===== config.mk =====
export PLATFORM = sky130hd
export DESIGN_NAME = ctrl_pipe_stage_flat
export DESIGN_NICKNAME = d
export VERILOG_FILES = /design/src/rtl/ctrl_pipe_stage_if.sv /design/src/rtl/ctrl_pipe_stage.sv /design/src/flat_wrapper.sv
export SDC_FILE = /design/constraint.sdc
export NUM_CORES = 1
export LEC_CHECK = 0
export CAP_MARGIN = 25
export CORE_UTILIZATION = 43
export DETAILED_ROUTE_END_ITERATION = 16
export GPL_ROUTABILITY_DRIVEN = 0
export PLACE_DENSITY = 0.79
export SYNTH_ARGS = -nofsm -noshare
export SYNTH_HDL_FRONTEND = slang
export SYNTH_SLANG_ARGS = --single-unit

===== constraint.sdc =====
create_clock -name clk -period 1.92 [get_ports clk]
set_input_delay 0.288 -clock clk [delete_from_list [all_inputs] [get_ports clk]]
set_output_delay 0.288 -clock clk [all_outputs]
set_load 0.005 [all_outputs]

===== src/rtl/ctrl_pipe_stage_if.sv =====
// Control-pipeline bus: ID-side control word and hazard inputs in, per-stage strobes out.
// Latency: none, this is wiring only.
// Backpressure: none; stall/flush travel here as plain level signals.
// Ports: master = producer of id_* / stall / flush, slave = the pipeline stage itself.
interface ctrl_pipe_stage_if #(
    parameter int CTRL_W     = 12,
    parameter int REG_ADDR_W = 2,
    parameter int CNT_W      = 16
);
    logic [CTRL_W-1:0]     id_ctrl;
    logic                  id_valid;
    logic [REG_ADDR_W-1:0] id_rt;
    logic [REG_ADDR_W-1:0] id_rd;
    logic                  id_halt;
    logic                  id_wwd;
    logic                  stall;
    logic                  flush;

    logic [CTRL_W-1:0]     ex_ctrl;
    logic                  ex_valid;
    logic [REG_ADDR_W-1:0] ex_dest;
    logic                  ex_reg_write;
    logic                  ex_mem_read;

    logic                  mem_valid;
    logic                  mem_reg_write;
    logic                  mem_mem_read;
    logic                  mem_mem_write;
    logic [1:0]            mem_memtoreg;
    logic [REG_ADDR_W-1:0] mem_dest;

    logic                  wb_valid;
    logic                  wb_reg_write;
    logic                  wb_wwd;
    logic [1:0]            wb_memtoreg;
    logic [REG_ADDR_W-1:0] wb_dest;

    logic [CNT_W-1:0]      num_inst;
    logic                  halted;

    modport master (
        output id_ctrl, id_valid, id_rt, id_rd, id_halt, id_wwd, stall, flush,
        input  ex_ctrl, ex_valid, ex_dest, ex_reg_write, ex_mem_read,
        input  mem_valid, mem_reg_write, mem_mem_read, mem_mem_write, mem_memtoreg, mem_dest,
        input  wb_valid, wb_reg_write, wb_wwd, wb_memtoreg, wb_dest,
        input  num_inst, halted
    );

    modport slave (
        input  id_ctrl, id_valid, id_rt, id_rd, id_halt, id_wwd, stall, flush,
        output ex_ctrl, ex_valid, ex_dest, ex_reg_write, ex_mem_read,
        output mem_valid, mem_reg_write, mem_mem_read, mem_mem_write, mem_memtoreg, mem_dest,
        output wb_valid, wb_reg_write, wb_wwd, wb_memtoreg, wb_dest,
        output num_inst, halted
    );
endinterface


===== src/rtl/ctrl_pipe_stage.sv =====
// Carries decoded control words ID->EX->MEM->WB, resolves dest reg, counts retirements, latches HLT.
// Latency: 1 cycle per stage (EX at +1, MEM at +2, WB at +3, retire count at +4).
// Backpressure: none; stall/flush/halt insert a bubble into EX, halt also bubbles MEM and WB.
// Ports: clk, reset (sync, active-high), bus (slave modport of ctrl_pipe_stage_if).
module ctrl_pipe_stage #(
    parameter int CTRL_W     = 12,
    parameter int REG_ADDR_W = 2,
    parameter int CNT_W      = 16
) (
    input  logic                clk,
    input  logic                reset,
    ctrl_pipe_stage_if.slave    bus
);
    // Control-word field positions.
    localparam int B_REG_WRITE = 11;
    localparam int B_MTR_HI    = 10;
    localparam int B_MTR_LO    = 9;
    localparam int B_MEM_READ  = 8;
    localparam int B_MEM_WRITE = 7;
    localparam int B_DST_HI    = 6;
    localparam int B_DST_LO    = 5;

    // ID/EX
    logic [CTRL_W-1:0]     ex_ctrl_q;
    logic                  ex_valid_q;
    logic [REG_ADDR_W-1:0] ex_rt_q;
    logic [REG_ADDR_W-1:0] ex_rd_q;
    logic                  ex_halt_q;
    logic                  ex_wwd_q;
    logic [REG_ADDR_W-1:0] ex_dest;

    // EX/MEM
    logic                  mem_valid_q;
    logic                  mem_reg_write_q;
    logic [1:0]            mem_memtoreg_q;
    logic                  mem_mem_read_q;
    logic                  mem_mem_write_q;
    logic [REG_ADDR_W-1:0] mem_dest_q;
    logic                  mem_halt_q;
    logic                  mem_wwd_q;

    // MEM/WB
    logic                  wb_valid_q;
    logic                  wb_reg_write_q;
    logic [1:0]            wb_memtoreg_q;
    logic [REG_ADDR_W-1:0] wb_dest_q;
    logic                  wb_halt_q;
    logic                  wb_wwd_q;

    logic [CNT_W-1:0]      num_q;
    logic                  halted_q;

    // Bubbling must start on the same edge HLT retires, otherwise the instruction
    // right behind it would reach WB one cycle before the sticky flag is visible.
    logic halt_now;
    assign halt_now = halted_q | (wb_valid_q & wb_halt_q);

    always_comb begin
        ex_dest = '0;
        case (ex_ctrl_q[B_DST_HI:B_DST_LO])
            2'b00:   ex_dest = ex_rt_q;
            2'b01:   ex_dest = ex_rd_q;
            2'b10:   ex_dest = REG_ADDR_W'(2);   // link register for JAL
            default: ex_dest = '0;
        endcase
    end

    always_ff @(posedge clk) begin
        if (reset) begin
            ex_ctrl_q       <= '0;
            ex_valid_q      <= 1'b0;
            ex_rt_q         <= '0;
            ex_rd_q         <= '0;
            ex_halt_q       <= 1'b0;
            ex_wwd_q        <= 1'b0;
            mem_valid_q     <= 1'b0;
            mem_reg_write_q <= 1'b0;
            mem_memtoreg_q  <= '0;
            mem_mem_read_q  <= 1'b0;
            mem_mem_write_q <= 1'b0;
            mem_dest_q      <= '0;
            mem_halt_q      <= 1'b0;
            mem_wwd_q       <= 1'b0;
            wb_valid_q      <= 1'b0;
            wb_reg_write_q  <= 1'b0;
            wb_memtoreg_q   <= '0;
            wb_dest_q       <= '0;
            wb_halt_q       <= 1'b0;
            wb_wwd_q        <= 1'b0;
            num_q           <= '0;
            halted_q        <= 1'b0;
        end else begin
            if (bus.stall || bus.flush || halt_now) begin
                ex_ctrl_q  <= '0;
                ex_valid_q <= 1'b0;
                ex_rt_q    <= '0;
                ex_rd_q    <= '0;
                ex_halt_q  <= 1'b0;
                ex_wwd_q   <= 1'b0;
            end else begin
                ex_ctrl_q  <= bus.id_ctrl;
                ex_valid_q <= bus.id_valid;
                ex_rt_q    <= bus.id_rt;
                ex_rd_q    <= bus.id_rd;
                ex_halt_q  <= bus.id_halt;
                ex_wwd_q   <= bus.id_wwd;
            end

            if (halt_now) begin
                mem_valid_q     <= 1'b0;
                mem_reg_write_q <= 1'b0;
                mem_memtoreg_q  <= '0;
                mem_mem_read_q  <= 1'b0;
                mem_mem_write_q <= 1'b0;
                mem_dest_q      <= '0;
                mem_halt_q      <= 1'b0;
                mem_wwd_q       <= 1'b0;
                wb_valid_q      <= 1'b0;
                wb_reg_write_q  <= 1'b0;
                wb_memtoreg_q   <= '0;
                wb_dest_q       <= '0;
                wb_halt_q       <= 1'b0;
                wb_wwd_q        <= 1'b0;
            end else begin
                mem_valid_q     <= ex_valid_q;
                mem_reg_write_q <= ex_ctrl_q[B_REG_WRITE];
                mem_memtoreg_q  <= ex_ctrl_q[B_MTR_HI:B_MTR_LO];
                mem_mem_read_q  <= ex_ctrl_q[B_MEM_READ];
                mem_mem_write_q <= ex_ctrl_q[B_MEM_WRITE];
                mem_dest_q      <= ex_dest;
                mem_halt_q      <= ex_halt_q;
                mem_wwd_q       <= ex_wwd_q;
                wb_valid_q      <= mem_valid_q;
                wb_reg_write_q  <= mem_reg_write_q;
                wb_memtoreg_q   <= mem_memtoreg_q;
                wb_dest_q       <= mem_dest_q;
                wb_halt_q       <= mem_halt_q;
                wb_wwd_q        <= mem_wwd_q;
            end

            if (wb_valid_q && !halted_q) begin
                num_q <= num_q + CNT_W'(1);
            end
            if (wb_valid_q && wb_halt_q) begin
                halted_q <= 1'b1;
            end
        end
    end

    assign bus.ex_ctrl       = ex_ctrl_q;
    assign bus.ex_valid      = ex_valid_q;
    assign bus.ex_dest       = ex_dest;
    assign bus.ex_reg_write  = ex_ctrl_q[B_REG_WRITE] & ex_valid_q;
    assign bus.ex_mem_read   = ex_ctrl_q[B_MEM_READ] & ex_valid_q;

    assign bus.mem_valid     = mem_valid_q;
    assign bus.mem_reg_write = mem_reg_write_q & mem_valid_q;
    assign bus.mem_mem_read  = mem_mem_read_q & mem_valid_q;
    assign bus.mem_mem_write = mem_mem_write_q & mem_valid_q;
    assign bus.mem_memtoreg  = mem_memtoreg_q;
    assign bus.mem_dest      = mem_dest_q;

    assign bus.wb_valid      = wb_valid_q;
    assign bus.wb_reg_write  = wb_reg_write_q & wb_valid_q;
    assign bus.wb_wwd        = wb_wwd_q & wb_valid_q;
    assign bus.wb_memtoreg   = wb_memtoreg_q;
    assign bus.wb_dest       = wb_dest_q;

    assign bus.num_inst      = num_q;
    assign bus.halted        = halted_q;
endmodule

===== src/flat_wrapper.sv =====
// flat-port wrapper written by rule: the top's interface ports become plain ports
module ctrl_pipe_stage_flat 
#(
    parameter int CTRL_W     = 12,
    parameter int REG_ADDR_W = 2,
    parameter int CNT_W      = 16
)
  (clk, reset, bus_id_ctrl, bus_id_valid, bus_id_rt, bus_id_rd, bus_id_halt, bus_id_wwd, bus_stall, bus_flush, bus_ex_ctrl, bus_ex_valid, bus_ex_dest, bus_ex_reg_write, bus_ex_mem_read, bus_mem_valid, bus_mem_reg_write, bus_mem_mem_read, bus_mem_mem_write, bus_mem_memtoreg, bus_mem_dest, bus_wb_valid, bus_wb_reg_write, bus_wb_wwd, bus_wb_memtoreg, bus_wb_dest, bus_num_inst, bus_halted);
  ctrl_pipe_stage_if #(.CTRL_W(CTRL_W), .REG_ADDR_W(REG_ADDR_W), .CNT_W(CNT_W)) bus_i ();
  input  logic clk;
  input  logic reset;
  input wire logic [$bits(bus_i.id_ctrl)-1:0] bus_id_ctrl;
  input wire logic [$bits(bus_i.id_valid)-1:0] bus_id_valid;
  input wire logic [$bits(bus_i.id_rt)-1:0] bus_id_rt;
  input wire logic [$bits(bus_i.id_rd)-1:0] bus_id_rd;
  input wire logic [$bits(bus_i.id_halt)-1:0] bus_id_halt;
  input wire logic [$bits(bus_i.id_wwd)-1:0] bus_id_wwd;
  input wire logic [$bits(bus_i.stall)-1:0] bus_stall;
  input wire logic [$bits(bus_i.flush)-1:0] bus_flush;
  output wire logic [$bits(bus_i.ex_ctrl)-1:0] bus_ex_ctrl;
  output wire logic [$bits(bus_i.ex_valid)-1:0] bus_ex_valid;
  output wire logic [$bits(bus_i.ex_dest)-1:0] bus_ex_dest;
  output wire logic [$bits(bus_i.ex_reg_write)-1:0] bus_ex_reg_write;
  output wire logic [$bits(bus_i.ex_mem_read)-1:0] bus_ex_mem_read;
  output wire logic [$bits(bus_i.mem_valid)-1:0] bus_mem_valid;
  output wire logic [$bits(bus_i.mem_reg_write)-1:0] bus_mem_reg_write;
  output wire logic [$bits(bus_i.mem_mem_read)-1:0] bus_mem_mem_read;
  output wire logic [$bits(bus_i.mem_mem_write)-1:0] bus_mem_mem_write;
  output wire logic [$bits(bus_i.mem_memtoreg)-1:0] bus_mem_memtoreg;
  output wire logic [$bits(bus_i.mem_dest)-1:0] bus_mem_dest;
  output wire logic [$bits(bus_i.wb_valid)-1:0] bus_wb_valid;
  output wire logic [$bits(bus_i.wb_reg_write)-1:0] bus_wb_reg_write;
  output wire logic [$bits(bus_i.wb_wwd)-1:0] bus_wb_wwd;
  output wire logic [$bits(bus_i.wb_memtoreg)-1:0] bus_wb_memtoreg;
  output wire logic [$bits(bus_i.wb_dest)-1:0] bus_wb_dest;
  output wire logic [$bits(bus_i.num_inst)-1:0] bus_num_inst;
  output wire logic [$bits(bus_i.halted)-1:0] bus_halted;
  assign bus_i.id_ctrl = bus_id_ctrl;
  assign bus_i.id_valid = bus_id_valid;
  assign bus_i.id_rt = bus_id_rt;
  assign bus_i.id_rd = bus_id_rd;
  assign bus_i.id_halt = bus_id_halt;
  assign bus_i.id_wwd = bus_id_wwd;
  assign bus_i.stall = bus_stall;
  assign bus_i.flush = bus_flush;
  assign bus_ex_ctrl = bus_i.ex_ctrl;
  assign bus_ex_valid = bus_i.ex_valid;
  assign bus_ex_dest = bus_i.ex_dest;
  assign bus_ex_reg_write = bus_i.ex_reg_write;
  assign bus_ex_mem_read = bus_i.ex_mem_read;
  assign bus_mem_valid = bus_i.mem_valid;
  assign bus_mem_reg_write = bus_i.mem_reg_write;
  assign bus_mem_mem_read = bus_i.mem_mem_read;
  assign bus_mem_mem_write = bus_i.mem_mem_write;
  assign bus_mem_memtoreg = bus_i.mem_memtoreg;
  assign bus_mem_dest = bus_i.mem_dest;
  assign bus_wb_valid = bus_i.wb_valid;
  assign bus_wb_reg_write = bus_i.wb_reg_write;
  assign bus_wb_wwd = bus_i.wb_wwd;
  assign bus_wb_memtoreg = bus_i.wb_memtoreg;
  assign bus_wb_dest = bus_i.wb_dest;
  assign bus_num_inst = bus_i.num_inst;
  assign bus_halted = bus_i.halted;
  ctrl_pipe_stage #(.CTRL_W(CTRL_W), .REG_ADDR_W(REG_ADDR_W), .CNT_W(CNT_W)) u_core (.clk(clk), .reset(reset), .bus(bus_i));
endmodule

# After elaboration in Yosys (flattened, before gate mapping)
# Index checks and enable logic that the tools add are counted.
# W data, S select, Z words.
# totals
register_bits,54
inputBits,23
out_inout_bits,49
elab_cells,43
# classes
n_addsub,1
n_eq_ne,2
muxes,1
bitwise,9
n_reduce_logical,8
# ops
op,count
$add A16 B1 Y16 const B,1
$and A1 B1 Y1,8
$pmux W2 S3,1
$reduce_or A2 Y1,2
$eq A2 B1 Y1 const B,1
$eq A2 B2 Y1 const B,1
$logic_and A1 B1 Y1,2
$logic_not A2 Y1,1
$logic_or A1 B1 Y1,2
$logic_not A1 Y1,1
$or A1 B1 Y1,1

# Depth between registers and ports, before layout
# logic_depth
depth_word,4
ltp_mapped,5
mapped_depth_nobuf,5

# Least setup slack after synthesis
# Ideal clock, no wire load.
# synth_path
path_type,register to register
startpoint,"reg u_core.halted_q, in the netlist u_core.bus.halted"
endpoint,"reg u_core.num_q[15], in the netlist u_core.bus.num_inst[15]"
setup_ps,121
arrival_time_ps,1246
required_time_ps,1799
setup_slack_ps,553
path_stages_with_launch,5
n_path_buf,0
period_less_slack_ps,1367
path_cell_list,dfxtp_1 nand3b_2 nor3_4 nand4_1 mux2_2
# synth_via
elab_chain_cells,2
# synth_rtl
item,line_no,rtl
from (decl),ctrl_pipe_stage.sv:51,logic halted_q;
from (signal assigned),ctrl_pipe_stage.sv:91,halted_q <= 1'b0;
from (signal assigned),ctrl_pipe_stage.sv:145,halted_q <= 1'b1;
$logic_not A1 Y1,ctrl_pipe_stage.sv:141,if (wb_valid_q && !halted_q) begin
$logic_and A1 B1 Y1,ctrl_pipe_stage.sv:141,
to (signal assigned),ctrl_pipe_stage.sv:142,num_q <= num_q + CNT_W'(1);
to (decl),ctrl_pipe_stage.sv:50,logic [CNT_W-1:0] num_q;
# Every way passes these cells.
# A chain may end at the register's enable or synchronous reset.

# Worst setup path in the final report
# layout_path
startpoint,"reg u_core.ex_ctrl_q[6], in the netlist u_core.bus.ex_ctrl[6]"
endpoint,out bus_ex_dest[1]
# layout_via
elab_chain_cells,2
elab_cells_between_ends,4
cone_classes,eq/ne: 2; mux: 1; reduce/logical: 1
# layout_rtl
item,line_no,rtl
from (decl),ctrl_pipe_stage.sv:24,logic [CTRL_W-1:0] ex_ctrl_q;
from (signal assigned),ctrl_pipe_stage.sv:101,ex_ctrl_q <= bus.id_ctrl;
"$eq A2 B2 Y1, or another cell as far along",ctrl_pipe_stage.sv:60,case (ex_ctrl_q[B_DST_HI:B_DST_LO])
$pmux W2 S3 *,ctrl_pipe_stage.sv:60,
to (decl),flat_wrapper.sv:22,output wire logic [$bits(bus_i.ex_dest)-1:0] bus_ex_dest;
# Every way passes the cells marked *; elsewhere a longest branch is shown, timed or not.

==> out/qor.txt <==
Post-DP Area - 2620 um^2
Die Area - 4580 um^2
Pre-CTS setup slack - 0.221 ns
CP cell instances - nand2b_1, a21oi_1, clkdlybuf4s50_1
H-tree levels - 2
Final Worst Setup Slack - 0.152 ns
Final ANT Viol Nets - 0
Critical path class - flop to primary output
Reg2reg start - u_core.bus.num_inst[7]$_SDFFE_PP0P_
CTS tree - done
Finished Layout Cells - 301
Sequential Area - 1080 um^2
Clk slew on worst S/H paths - 0.09 ns
Layout area overhead - 47.3%
Top Ports - 72
CTS sink cnt - 54
Critical Path Slowest Stage Cell - clkdlybuf4s50_1
DR WL met2 - 1.54 mm
Worst VDD drop - 0.564 mV
Hold_sp - u_core.ex_wwd_q$_SDFF_PP0_
CTS Buffer Depth - 2
CP required - 1.63 ns
Nets - 275
Antenna diode count - 0
WL/cell - 11.0 um
Placed cells - 294
Worst Path Max Fanout - 4
End point of the worst hold path - u_core.mem_wwd_q$_SDFF_PP0_
Clk root buf - clkbuf_8
Met1 wire length - 1.37 mm
Pwr dens - 733 nW/um^2
Critical path endpoint category - primary output
Setup Skew - 0.00237 ns
Part of the cycle the worst path needs - 92.1%
Fillers - 326
Vias in the first global route - 1310
Max Clk Rate - 566 MHz
Max layer used - met4
Core Box Area - 4060 um^2
Setup TNS - 0 ns
Die height - 67.7 um
DRC marker count from the first detailed-route iteration - 73
Hold Path Class - flop to flop
Via count - 1411
Global route overflow - 0
Initial antenna violation count - 0
Syn_area_per_cell - 10.6 um^2
Yosys warning count - 0
Worst-Margin Slew - 0.516 ns
Total power - 2.00 mW
Flop2flop setup slack - 0.39 ns
Hold buffer count at CTS - 0
Gr usage total - 16.4%
Core Rows - 23
Syn Nets - 199
Worst hold path stage count - 1
Synth Flop Type - dfxtp_1
Initial Utilization - 45.7%
Status - complete, no violations
Post-route cell area - 2730 um^2
Drt pass-1 iters - 4
Worst setup path startpoint - u_core.bus.ex_ctrl[6]$_SDFF_PP0_
RSZ-0062 raised after global routing - false
Final Hold Viols - 0
Clock latency on the worst-skew pair - 0.30 ns
Layout Utilization - 67.4%
Max-cap check violation count - 0
Die width - 67.7 um
Setup bufs post-CTS - 0
Yosys reg bits - 54
FFs w/ async S/R, synth - 0%
CTS buffer count - 5
Placed wire-length estimate - 2.50 mm
Lkg Pwr - 1.03 nW
Period minus WS final - 1.77 ns
Slowest stage delay, CP - 0.54 ns
# DRC - 0
Setup violators final - 0
Max-slew violation count - 0
Post-Route WL - 3.32 mm
Library cells used by synthesis - 30
Avg Vias per Cell - 4.69
Largest net degree at the start of global routing - 20
Crit Reg-Reg Endpoint - u_core.bus.num_inst[15]$_SDFFE_PP0P_
Layout cell share with drive strength beyond 1 - 6.77%
Multi-input logic area - 741 um^2
Critical path arrival - 1.48 ns
Reg2Reg Depth - 4
Met3 WL post-DR - 352 um
Post-synth EDFFs - 0
Post-CTS Resized - 0
First-pass GRT wire length - 5.47 mm
Mapped Cells - 175
Seq/Total Area, Yosys - 58.3%
Port bufs - 71
Hold WS - 0.432 ns
Post-Syn Area - 1860 um^2
Critical Path Start Type - flop
Max_slew headroom - 65.6%
## state kept, by name (all words and copies together) (netlist names), 2 cells and up
name	count
u_core.bus.wb_memtoreg	2
u_core.bus.ex_ctrl	12
u_core.ex_rd_q	2
u_core.bus.mem_memtoreg	2
u_core.ex_rt_q	2
u_core.bus.num_inst	16
u_core.bus.wb_dest	2
u_core.bus.mem_dest	2
## logic make-up after synthesis
logic type	count (synthesis)	synth area share, %
xor gates and xnor gates	12	5.66
AOI/OAI and AO/OA	6	2.02
adders and majority gates	1	0.674
and+or+nand+nor	92	29.9
buffers and inverters	7	1.82
DFF	54	58.3
muxes	3	1.69
## layer usage
layer	vias up	track usage (%)
met1	633	16.5
met2	56	27.2
met5	-	0
met4	0	7.45
li1	715	-
met3	7	9.29
## cells in the mapped netlist, types with 2 or more instances
master | n | area share [%]
a21oi_1 | 3 | 0.81
nand3_1 | 2 | 0.54
mux2i_1 | 2 | 1.1
nand4_1 | 3 | 1.0
xor2_1 | 3 | 1.4
nor2_1 | 17 | 3.4
inv_1 | 3 | 0.61
and2_1 | 44 | 15
nor2b_1 | 2 | 0.67
nor4_1 | 4 | 1.3
nand2b_1 | 2 | 0.67
clkbuf_1 | 3 | 0.61
nand2_1 | 5 | 1.0
xnor2_1 | 9 | 4.2
nor3_1 | 5 | 1.3
dfxtp_1 | 54 | 58
## worst max-delay path, delay by kind of cell, from the launching register on
kind / cells / cell delay [ns]
AO/OA/AOI/OAI: 1 / 0.16
flip-flops: 1 / 0.34
buffers and inverters: 1 / 0.54
AND/OR/NAND/NOR: 1 / 0.14
## area by class of cell
type	instances	area share (%)
Tap cell	50	2.29
Sequential cell	54	39.5
Clock inverter	1	1.10
Inverter	3	0.412
Multi-Input combinational cell	114	27.1
Clock buffer	6	3.02
Timing Repair Buffer	73	26.5
## cell usage in the layout (no fill, tap or decap), types with 2 or more instances in the layout
cell type / instances
dfxtp_1: 54
clkdlybuf4s50_1: 71
clkbuf_8: 6
nor2b_1: 2
nand3_1: 2
a21oi_1: 3
xnor2_1: 9
nor4_1: 4
nand4_1: 3
mux2i_1: 2
and2_1: 44
xor2_1: 3
inv_1: 3
buf_4: 2
nor2_1: 17
nor3_1: 5
nand2b_1: 2
nand2_1: 5
## report_power, final
part | leakage, nW | switching [mW] | internal (mW)
clock network | 0.0573 | 0.336 | 0.417
logic | 0.535 | 0.0323 | 0.0765
registers | 0.437 | 0.00708 | 1.14
total | 1.03 | 0.375 | 1.63
## worst max path at each step
stage | cells past startpoint | endpoint
after floorplan | 4 | u_core.bus.num_inst[15]$_SDFFE_PP0P_
after global placement | 4 | u_core.bus.ex_ctrl[9]$_SDFF_PP0_
after detailed placement | 4 | u_core.bus.ex_ctrl[8]$_SDFF_PP0_
after CTS | 3 | bus_ex_dest[1]
after global routing | 3 | bus_ex_dest[1]
final | 3 | bus_ex_dest[1]
No activity file was read; power rests on OpenSTA's default activity.
==> RTL change 1, RTL diff (same flow settings) <==
Reset style: asynchronous (`reset`), changed in one clocked block.
--- a/src/rtl/ctrl_pipe_stage.sv
+++ b/src/rtl/ctrl_pipe_stage.sv
@@ -65,7 +65,7 @@
         endcase
     end
 
-    always_ff @(posedge clk) begin
+    always_ff @(posedge clk or posedge reset) begin
         if (reset) begin
             ex_ctrl_q       <= '0;
             ex_valid_q      <= 1'b0;
Formal check against the unedited RTL: differs if reset is asserted again (counterexample within 4 cycles, from zero or initial values and one cycle with reset high); with reset held inactive, the same outputs for 10 cycles.
==> RTL change 1 against the unedited design <==
  * The flow now finishes with violations (design-rule violations)
  * Setup slack worse by 10 ps
  * Sequential cell count unchanged
  * Final area grew 7.6%
  * Synthesized area grew 9.5%
  * Register-to-register slack improved by 150 ps
  * Wire length increased by 6.8%
  * Critical path type unchanged
  * Highest routed layer unchanged
Power is not compared: it rests on default switching activity, and its combinational part moved more than twofold at a synthesized area within 25%.
==> RTL change 1: results (changes against the unedited design) <==
Detailed routing
The routed metal-1 wirelength is 1.472 mm (was 1.367 mm). The length of routed met2 wiring came to 1.658 mm (was 1.543 mm). The number of detailed-route iterations in the first pass is 10 (was 4).

The post-route DRC violation count is 8 (was 0).

STA
The worst max-slew margin expressed relative to the limit is 0.6914 (was 0.6557). The final hold slack is 343.6 ps (was 432.2 ps). The share of the clock period used by the worst path after layout is 0.9259 (was 0.9206).

Yosys
The total nets after synthesis is 176 (was 199). Top area cells in the synthesized netlist: dfrtp_1 67%, and2_1 13%, xnor2_1 3.4%, xor2_1 3.0%, nand4_1 1.5% (was dfxtp_1 58%, and2_1 15%, xnor2_1 4.2%, nor2_1 3.4%, xor2_1 1.4%). The count of distinct cell types in the synthesized netlist was 27 (was 30). The adder and majority cell fraction of the synthesized area is 0.006158 (was 0.006743). The prevailing post-synth register cell is dfrtp_1 (was dfxtp_1). The async set or reset register ratio after synthesis is 1.000 (was 0). Most frequent cells after synthesis: 54 x dfrtp_1, 43 x and2_1, 8 x xnor2_1, 7 x xor2_1 (was 54 x dfxtp_1, 44 x and2_1, 17 x nor2_1, 9 x xnor2_1). The part of the Yosys area used for sequential elements is 0.6650 (was 0.5826). The number of standard cells after synthesis came to 152 (was 175). The share of synthesized area spent on multiplexers was 0.01047 (was 0.01686).

GRT
The global-route total usage across every layer was 0.1586 (was 0.1639). The met3 track demand over resource in global routing is 0.07550 (was 0.09291). The met1 capacity usage during global routing came to 0.1891 (was 0.1653). The number of global-route vias before repair came to 1,316 (was 1,310). The pin count of the biggest net entering global routing is 55 (was 20).

Run status
The checks that failed: design-rule violations. Run status: finished, violations left (was finished clean).

Hold path
The type of the worst min-delay path is in -> async (was reg -> reg).

Final layout
The fraction of layout instances using a drive strength above 1 came to 0.09524 (was 0.06773). The final net count is 254 (was 275).

Place
The pre-CTS setup slack is 382.2 ps (was 220.8 ps).

Critical path
The source of the critical timing path is u_core.bus.ex_ctrl[5] (was u_core.bus.ex_ctrl[6]). The timing endpoint of the critical path is bus_ex_dest[0] (was bus_ex_dest[1]).
## RTL change 1: cell types whose count changed after synthesis, moves of 3 or more
cell,before,now
dfrtp_1,0,54
xor2_1,3,7
dfxtp_1,54,0
nor3_1,5,2
nor2_1,17,5
nor4_1,4,0
## RTL change 1: cell type report
cell class | instances | area [µm²] | share of cell area
Sequential cell | 54 | 1351 | 0.4596
Timing Repair Buffer | 74 | 748.2 | 0.2545
Multi-Input combinational cell | 93 | 658.1 | 0.2238
Clock buffer | 6 | 72.57 | 0.02468
Tap cell | 52 | 65.06 | 0.02213
Clock inverter | 2 | 37.54 | 0.01277
Inverter | 2 | 7.507 | 0.002553
## RTL change 1: report_power, final
part | total [µW] | internal [µW] | switching [µW] | leakage [µW]
Clock | 740 | 389 | 351 | 0.0000514
Combinational | 451 | 280 | 171 | 0.000560
Sequential | 1320 | 1240 | 86.2 | 0.000735
## RTL change 1: worst min-delay path, delay by kind of cell
family / cells / cell delay (ps)
buf+inv: 3 / 750
==> RTL change 2, RTL diff (same flow settings) <==
Without the edit above. `REG_ADDR_W` is set to 2 in 3 places; all go to 4.
--- a/src/rtl/ctrl_pipe_stage_if.sv
+++ b/src/rtl/ctrl_pipe_stage_if.sv
@@ -4,7 +4,7 @@
 // Ports: master = producer of id_* / stall / flush, slave = the pipeline stage itself.
 interface ctrl_pipe_stage_if #(
     parameter int CTRL_W     = 12,
-    parameter int REG_ADDR_W = 2,
+    parameter int REG_ADDR_W = 4,
     parameter int CNT_W      = 16
 );
     logic [CTRL_W-1:0]     id_ctrl;
--- a/src/rtl/ctrl_pipe_stage.sv
+++ b/src/rtl/ctrl_pipe_stage.sv
@@ -4,7 +4,7 @@
 // Ports: clk, reset (sync, active-high), bus (slave modport of ctrl_pipe_stage_if).
 module ctrl_pipe_stage #(
     parameter int CTRL_W     = 12,
-    parameter int REG_ADDR_W = 2,
+    parameter int REG_ADDR_W = 4,
     parameter int CNT_W      = 16
 ) (
     input  logic                clk,
--- a/src/flat_wrapper.sv
+++ b/src/flat_wrapper.sv
@@ -2,7 +2,7 @@
 module ctrl_pipe_stage_flat 
 #(
     parameter int CTRL_W     = 12,
-    parameter int REG_ADDR_W = 2,
+    parameter int REG_ADDR_W = 4,
     parameter int CNT_W      = 16
 )
   (clk, reset, bus_id_ctrl, bus_id_valid, bus_id_rt, bus_id_rd, bus_id_halt, bus_id_wwd, bus_stall, bus_flush, bus_ex_ctrl, bus_ex_valid, bus_ex_dest, bus_ex_reg_write, bus_ex_mem_read, bus_mem_valid, bus_mem_reg_write, bus_mem_mem_read, bus_mem_mem_write, bus_mem_memtoreg, bus_mem_dest, bus_wb_valid, bus_wb_reg_write, bus_wb_wwd, bus_wb_memtoreg, bus_wb_dest, bus_num_inst, bus_halted);
Interface: changed (5 resized); port bits go from 72 to 82. The function was not compared with the original's and may differ.
==> RTL change 2 against the unedited design <==
  * Register-to-register slack got worse by 170 ps
  * Via count increased by 16%
  * Global-route usage increased by 0.50 points
  * Synthesized area increased by 14%
  * Final area increased by 16%
  * First-iteration DRC count decreased by 12%
  * Count of clock-buffer cells in the layout increased by 9
  * Sequential cell count increased by 8
  * Setup slack got worse by 78 ps
  * Hold slack got worse by 9.0 ps
  * Non-clock buffer count increased by 12
  * Sequential share of layout area decreased by 0.37 points
  * Wire length increased by 23%
  * Total power increased by 19%
==> RTL change 2: results (changes against the unedited design) <==
Critical path
The startpoint of the most critical register-to-register path is u_core.bus.num_inst[3] (was u_core.bus.num_inst[7]). The register-to-register path setup slack is 220 ps (was 390 ps). The endpoint arrival time on the critical path is 1560 ps (was 1480 ps). The highest fanout seen on the critical path was 6 (was 4).

Yosys
Top area cells in the synthesized netlist: dfxtp_1 59%, and2_1 15%, nor2_1 3.0%, xnor2_1 2.9%, xor2_1 2.1% (was dfxtp_1 58%, and2_1 15%, xnor2_1 4.2%, nor2_1 3.4%, xor2_1 1.4%). The total nets after synthesis is 226 (was 199). The part of the Yosys area used for sequential elements is 0.5880 (was 0.5826).

GRT
The number of global-route vias before repair is 1,497 (was 1,310). The met1 capacity usage during global routing is 0.1826 (was 0.1653). The global-route total usage across every layer came to 0.1689 (was 0.1639).

The met2 track demand over resource was 0.2700 (was 0.2723). The met3 track demand over resource in global routing is 0.07222 (was 0.09291). The pin count of the biggest net entering global routing came to 24 (was 20).

Detailed routing
The total number of vias is 1,635 (was 1,411). The post-detailed-route wirelength per cell is 11.35 µm (was 11.04 µm). The number of detailed-route iterations in the first pass is 6 (was 4). The routed via count divided by cell count is 4.554 (was 4.688).

Place
The number of placed cells counting well taps is 343 (was 294). The half-perimeter wire length after placement was 2.953 mm (was 2.499 mm).

Hold path
The end point of the worst hold path is u_core.mem_halt_q (was u_core.mem_wwd_q).

Run status
Run status: finished clean (unchanged).

Clock network
The clock-pin slew reported for the worst setup and hold paths after clock tree synthesis was 60 ps (was 90 ps). The insertion delay of the later-clocked pin in the worst-skew pair is 330 ps (was 300 ps). The count of H-tree levels built during CTS is 3 (was 2).

Final layout
The fraction of layout instances using a drive strength above 1 is 0.07877 (was 0.06773). The final net count is 315 (was 275).

STA
The worst max-slew margin expressed relative to the limit is 0.5733 (was 0.6557).
-- RTL change 2: cell families after synthesis --
kind of cell	Yosys count	synth area share
flops	62	0.5880
simple gates	103	0.2976
buf+inv	8	0.01896
mux	4	0.01897
xor+xnor	12	0.04979
compound gates	8	0.02075
fa+ha+maj	1	0.005927
-- RTL change 2: how the worst max path moves through the flow --
stage	slack [ps]	to	from	depth (start not counted)
after floorplan	410	u_core.bus.num_inst[15]	u_core.bus.num_inst[4]	4
after global placement	-90	u_core.ex_rt_q[2]	reset	4
after detailed placement	-130	u_core.ex_rd_q[0]	reset	4
after CTS	3	u_core.bus.ex_ctrl[3]	u_core.bus.halted	4
after global routing	20	bus_ex_dest[1]	u_core.bus.ex_ctrl[6]	3
final	70	bus_ex_dest[1]	u_core.bus.ex_ctrl[6]	3
-- RTL change 2: layer usage --
layer | vias to the layer above | share of wire
li1 | 824 | -
met1 | 735 | 0.42
met2 | 66 | 0.47
met3 | 10 | 0.084
met4 | 0 | 0.025
met5 | - | 0
-- RTL change 2: through the flow --
step / TNS (ps) / total power, µW / area [µm²] / utilization
final: 0 / 2395 / 3172 / 0.6715
after CTS: 0 / 2418 / 3161 / 0.6691
after floorplan: 0 / 1379 / 2111 / -
after global routing: 0 / 2487 / 3172 / 0.6715
after global placement: -2028 / 1468 / 2999 / 0.6350
after detailed placement: -2565 / 1470 / 2999 / 0.6350
-- RTL change 2: final cells by class --
type                    instances  area, µm²
flip-flops and latches         62       1242
inverters                       1      3.754
well taps                      67      83.83
multi-input cells             128      839.6
fillers                       396       1551
clock buffers                  15      156.4
clock inverters                 1      5.005
repair buffers                 85      840.8
-- RTL change 2: timing repair --
item,4_1_cts,5_1_grt
setup endpoints to repair,0,25
hold buffers,0,0
hold endpoints to repair,0,0
gates resized for setup,0,3
-- RTL change 2: worst register-to-register path, delay by kind of cell (launching register included) --
kind	cells	cell delay, ps
AOI/OAI and AO/OA	2	470
and+or+nand+nor	2	650
DFF	1	470
-- RTL change 2: power breakdown --
group / leakage (µW) / switching (µW) / internal (µW)
registers: 0.000502 / 9.23 / 1310
logic: 0.000649 / 36.5 / 89.4
clock network: 0.0000817 / 449 / 505
